File: config.mk
export PLATFORM = sky130hd
export DESIGN_NAME = ddr3_lanectrl_pause_seq
export DESIGN_NICKNAME = d
export VERILOG_FILES = /design/src/rtl/ddr3_lanectrl_pkg.sv /design/src/rtl/ddr3_lanectrl_pause_seq.sv
export SDC_FILE = /design/constraint.sdc
export NUM_CORES = 1
export LEC_CHECK = 0
export ABC_AREA = 1
export BUFFER_PORTS_ARGS = -buffer_cell sky130_fd_sc_hd__buf_2
export CAP_MARGIN = 10
export CORE_UTILIZATION = 40
export CTS_BUF_LIST = sky130_fd_sc_hd__clkbuf_8
export CTS_CLUSTER_SIZE = 16
export DETAILED_ROUTE_END_ITERATION = 12
export HOLD_SLACK_MARGIN = 0.03
export PLACE_DENSITY_LB_ADDON = 0.05
export SYNTH_ARGS = -nofsm -noshare
export SYNTH_HDL_FRONTEND = slang
export SYNTH_SLANG_ARGS = --single-unit
File: constraint.sdc
create_clock -name CLK -period 2.7 [get_ports CLK]
set_clock_uncertainty 0.1 [all_clocks]
set_input_delay 0.405 -clock CLK [delete_from_list [all_inputs] [get_ports CLK]]
set_output_delay 0.405 -clock CLK [all_outputs]
set_load 0.02 [all_outputs]
File: src/rtl/ddr3_lanectrl_pkg.sv
// Shared types and elaboration helpers for the DDR3 lane-control pause sequencer.
package ddr3_lanectrl_pkg;

    typedef enum logic [2:0] {
        ST_IDLE,
        ST_PRE,
        ST_MOVE,
        ST_POST,
        ST_DONE
    } state_t;

    function automatic int cnt_width(input int cnt_w, input int pre, input int post);
        int m;
        int c;
        m = (pre > post) ? pre : post;
        c = $clog2(m + 1);
        return (cnt_w > c) ? cnt_w : c;
    endfunction

    function automatic bit cycles_legal(input int pre, input int post);
        return (pre >= 1) && (post >= 1);
    endfunction

endpackage

File: src/rtl/ddr3_lanectrl_pause_seq.sv
// Per-lane sequencer: opens an HS IO clock pause window, issues delay-line
// move strobes inside it, then closes the window and acknowledges.
module ddr3_lanectrl_pause_seq
    import ddr3_lanectrl_pkg::*;
#(
    parameter int PRE_CYCLES  = 2,
    parameter int POST_CYCLES = 2,
    parameter int CNT_W       = 4
) (
    input  logic             CLK,
    input  logic             RESET_N,
    input  logic             REQ,
    input  logic             DIR,
    input  logic [CNT_W-1:0] MOVE_CNT,
    output logic             BUSY,
    output logic             ACK,
    output logic             HS_IO_CLK_PAUSE,
    output logic             DELAY_MOVE,
    output logic             DELAY_DIR
);

    localparam int W = cnt_width(CNT_W, PRE_CYCLES, POST_CYCLES);
    localparam logic [W-1:0] PRE_LD  = W'(PRE_CYCLES - 1);
    localparam logic [W-1:0] POST_LD = W'(POST_CYCLES - 1);

    if (!cycles_legal(PRE_CYCLES, POST_CYCLES)) begin : g_bad_params
        $error("PRE_CYCLES and POST_CYCLES must both be >= 1");
    end

    state_t           state;
    logic [W-1:0]     cnt;
    logic [CNT_W-1:0] count_q;

    // One down-counter serves PRE, MOVE and POST; outputs are set on the
    // transition into each state so they stay pure flops.
    always_ff @(posedge CLK or negedge RESET_N) begin
        if (!RESET_N) begin
            state           <= ST_IDLE;
            cnt             <= '0;
            count_q         <= '0;
            BUSY            <= 1'b0;
            ACK             <= 1'b0;
            HS_IO_CLK_PAUSE <= 1'b0;
            DELAY_MOVE      <= 1'b0;
            DELAY_DIR       <= 1'b0;
        end else begin
            ACK <= 1'b0;
            unique case (state)
                ST_IDLE: begin
                    if (REQ) begin
                        state           <= ST_PRE;
                        cnt             <= PRE_LD;
                        count_q         <= MOVE_CNT;
                        DELAY_DIR       <= DIR;
                        BUSY            <= 1'b1;
                        HS_IO_CLK_PAUSE <= 1'b1;
                    end
                end
                ST_PRE: begin
                    if (cnt == '0) begin
                        if (count_q != '0) begin
                            state      <= ST_MOVE;
                            cnt        <= W'(count_q) - W'(1);
                            DELAY_MOVE <= 1'b1;
                        end else begin
                            state <= ST_POST;
                            cnt   <= POST_LD;
                        end
                    end else begin
                        cnt <= cnt - W'(1);
                    end
                end
                ST_MOVE: begin
                    if (cnt == '0) begin
                        state      <= ST_POST;
                        cnt        <= POST_LD;
                        DELAY_MOVE <= 1'b0;
                    end else begin
                        cnt <= cnt - W'(1);
                    end
                end
                ST_POST: begin
                    if (cnt == '0) begin
                        state           <= ST_DONE;
                        HS_IO_CLK_PAUSE <= 1'b0;
                        ACK             <= 1'b1;
                    end else begin
                        cnt <= cnt - W'(1);
                    end
                end
                ST_DONE: begin
                    state <= ST_IDLE;
                    BUSY  <= 1'b0;
                end
                default: begin
                    state <= ST_IDLE;
                end
            endcase
        end
    end

endmodule

Yosys cells after proc, flatten, opt, wreduce, memory -nomap -nowiden
Cells that the tools add are included.
Word-level totals
  flip-flop bits (word level): 16
  bits of input ports: 8
  output and inout bits: 5
  word-level logic and storage cells: 54
Cells by class
  $add $sub $neg: 2
  equal/unequal tests: 10
  muxes and demuxes: 21
  reductions and logical operators: 13
Operator list (count)
  4-bit 2-to-1 mux: 5
  4-bit one-hot mux with 4 select lines: 1
  3-bit 2-to-1 mux: 4
  2-bit inequality test (second input constant): 6
  3-bit one-hot mux with 4 select lines: 1
  4-bit AND reduction: 2
  4-bit nonzero test: 2
  4-bit by 1-bit subtractor with 4-bit output (second input constant): 2
  1-bit 2-to-1 mux: 7
  3-bit by 2-bit == test with 1-bit output (second input constant): 2
  1-bit one-hot mux with 2 select lines: 3
  3-bit AND reduction: 2
  2-bit nonzero test: 3
  4-bit logical NOT: 1
  2-bit AND reduction: 2
  3-bit by 1-bit == test with 1-bit output (second input constant): 1
  3-bit == test (second input constant): 1
  3-bit logical NOT: 1

Longest topological paths before layout
  word-level depth: 4
  mapped depth: 9
  mapped depth without buffers: 9

Worst setup path before layout
OpenSTA, ideal clock, no wires.
  kind: flip-flop to flip-flop
  start point: register cnt[0]
  end point: register cnt[2]
  arrival time: 1.194 ns
  data required time: 2.535 ns
  path slack: 1.341 ns
  stages on the path, launching flop included: 9
  cell sequence: dfrtp_1 inv_1 ha_1 nand2_4 nor2_4 nand2_1 o21ai_1 nand2_1 nand2_1
Between the ends
  word-level cells in the longest chain between the ends: 3
  elaborated cells between the ends (all ways): 8
Ends and longest elaborated chain
  start: declaration: line ddr3_lanectrl_pause_seq.sv:31  | logic [W-1:0] cnt;
  start signal: assignment: line ddr3_lanectrl_pause_seq.sv:63  | cnt <= W'(count_q) - W'(1);
  start signal: assignment: line ddr3_lanectrl_pause_seq.sv:70  | cnt <= cnt - W'(1);
  start signal: assignment: line ddr3_lanectrl_pause_seq.sv:79  | cnt <= cnt - W'(1);
  4-bit by 1-bit subtractor with 4-bit output or 4-bit logical NOT (tied branches)
  4-bit 2-to-1 mux, or another cell as far along: line ddr3_lanectrl_pause_seq.sv:83  | if (cnt == '0) begin
  4-bit one-hot mux with 4 select lines or 3-bit AND reduction (tied branches)
Several ways; a longest one is shown, not always the timed one. The select of a mux whose other input is x is not followed.
A chain may end at the register's enable or synchronous reset.

Worst setup path after layout
  start point: register cnt[0]
  end point: register cnt[1]
The elaborated chain is that of the path after synthesis.

==> results.ini <==
[outcome]
status = finished, final reports clean

[critical_path]
end_kind = flip-flop
crit_type = flip-flop to flip-flop
start_kind = flip-flop
r2r-end = cnt[1]
worstPathArrival_ps = 1620
timing.rr.start = cnt[0]
crit_fanout = 6
worst-r2r-cell-count = 8
rrSetupSlack_ps = 1160
cp-startpoint = cnt[0]
worstPathRequired_ps = 2790

[synthesis]
avgSynthCellArea_um2 = 8.063
synth_area_um2 = 943.4
synth_top_area_share_pct = 42.44
synth-seq-cells = 16
synth_mux_area_share_pct = 2.387
ys_types = 18
yosys.area.top_type = dfrtp_1
yosys.area_share.simple_pct = 34.75
postSynthNetCount = 129
synth_compound_area_share_pct = 6.897
ys_warn_count = 0
synthAdderAreaFrac_pct = 5.305
synth.area.top_cells = dfrtp_1, nand2_1, nor2_4
synth_cells = 117
synth_xor_area_share_pct = 1.857
synth_top_family_by_area = simple AND/OR/NAND/NOR gates
yosysSeqAreaShare_pct = 42.44

[clocking]
cts_tree = done
cts_root_buf = clkbuf_8
numClockSinks = 16
cts_buffer_depth = 2
cts_resized = 0
numCtsBuffers = 3
clock_latency_ps = 250
clk_pin_slew_worst_paths_ps = 60
post_cts_buffers = 0
cts-htree-levels = 1
hold_buffers = 1

[global_routing]
grt_pass1_vias = 707
grt-ovfl-total = 0
grt_max_degree = 17
track_usage_pct = 17.49
antenna_found_initial = 0
grt_first_pass_wirelength_um = 3174

[floorplan]
io_pins = 13
die_h_um = 50.57
fp.coreArea_um2 = 2212
die_area_um2 = 2557
rows = 17
start_util_pct = 42.65
die_x_um = 50.57

[power]
p_leak_nw = 0.5839
powerDensity_nw_per_um2 = 1168
ir_drop_v = 0.0006197

[detailed_routing]
drt_wl_total_um = 1801
detail-route-antenna-nets = 0
num_vias = 765
detail_route.first_pass.iterations = 4
drtIter0Drc = 20
avgViaCountPerCell = 4.722
drc = 0
wire_per_inst_um = 11.12

[timing]
period_share_pct = 56.90
tightest_slew_ps = 363.7
min_period_ps = 1536
rsz0062_at_grt = no
slew_headroom_pct = 75.75
report.final.slew_viol_count = 0
final-hold-violation-count = 0
setup_viol_count_final = 0
fmax_ghz = 0.6509
finalSetupTns_ps = 0

[flow_run]
cap_viol_max_count = 0

[placement]
place_congestion = 0.8291
postPlaceCellArea_um2 = 1039
io_buffers = 12
place_hpwl_um = 1437

[min_path]
hold_depth = 2
hp-start = DIR
worstHoldPathType = primary input to flip-flop
hold_path_end = DELAY_DIR

[cells_and_area]
fin_nets = 147
drive_gt1_share_pct = 26.87
area_growth_pct = 16.98
antenna_cells = 0
postLayoutCellArea_um2 = 1104

## kinds of logic (layout without fill, tap and decap cells)
kind of cell    count (synthesis)  count (layout)
simple gates                   64              64
flops                          16              16
buf+inv                        16              33
compound gates                 13              13
fa+ha+maj                       4               4
xor+xnor                        2               2
mux                             2               2
## metal layers
| metal | track usage [%] | vias to the layer above | wire [um] |
|---|---|---|---|
| li1 | - | 401 | - |
| met1 | 23.44 | 341 | 900 |
| met2 | 26.00 | 19 | 794 |
| met3 | 2.727 | 4 | 60 |
| met4 | 11.11 | 0 | 45 |
| met5 | 0 | - | 0 |
## cell usage after synthesis
cell type  instances
nand3b_1           1
ha_1               4
mux2_2             2
nand2_4            2
nor2_1             8
nor2_4             6
inv_2              5
o21ai_0            7
inv_1             11
nand2_2            5
nand2_1           33
xnor2_1            1
a21oi_1            4
o21ai_1            2
nand3_1            8
nor3_1             1
dfrtp_1           16
xor2_1             1
## per-stage QoR
stage	instances	hold slack [ps]	setup WS (ps)	utilization, %	power (W)
floorplan	117	9.409	1341	-	0.0009325
global placement	157	241.5	1181	46.95	0.001080
detailed placement	157	242.1	1170	46.95	0.001088
CTS	162	276.1	1150	49.89	0.001306
global route	162	277.2	1003	49.89	0.001422
finish	162	282.0	1164	49.89	0.001289
## sequential cells by signal, summed over array words and instances (netlist names)
name	count
HS_IO_CLK_PAUSE	1
DELAY_DIR	1
DELAY_MOVE	1
state	3
count_q	4
ACK	1
BUSY	1
cnt	4
## critical path, stage by stage, from the launching register on
cell,delay [ps]
dfrtp_1,370
inv_1,150
ha_1,260
nand2_4,120
nor2_4,130
nand2_1,100
o21ai_1,130
nand2_1,70
nand2_1,50
## worst max path at each step
stage	cells past startpoint	slack (ps)	endpoint
global placement	8	1180	cnt[2]
detailed placement	8	1170	cnt[2]
floorplan	8	1340	cnt[2]
finish	8	1160	cnt[1]
CTS	8	1150	cnt[2]
global route	8	1000	state[0]
## layout by cell type, fill, tap and decap left out
master / n
inv_1: 11
buf_2: 12
nor2_4: 6
o21ai_1: 2
dfrtp_1: 16
mux2_2: 2
nor3_1: 1
ha_1: 4
xor2_1: 1
nand2_1: 33
nor2_1: 8
dlygate4sd3_1: 1
nand3_1: 8
inv_2: 5
o21ai_0: 7
xnor2_1: 1
clkbuf_8: 4
a21oi_1: 4
nand3b_1: 1
nand2_4: 2
nand2_2: 5
## layout make-up
cell class / count / area, um^2
multi-input combinational: 85 / 483.0
clock buffer: 4 / 55.05
fill: 233 / 1109
sequential: 16 / 400.4
tap: 28 / 35.03
inverter: 16 / 60.06
timing repair buffer: 13 / 70.07
## power breakdown
part           switching (W)  internal, W  leakage (nW)
clock network      0.0000816     0.000129        0.0288
registers          0.0000732     0.000335         0.190
logic               0.000427     0.000243         0.365
Power figures use the tool's default switching activity.
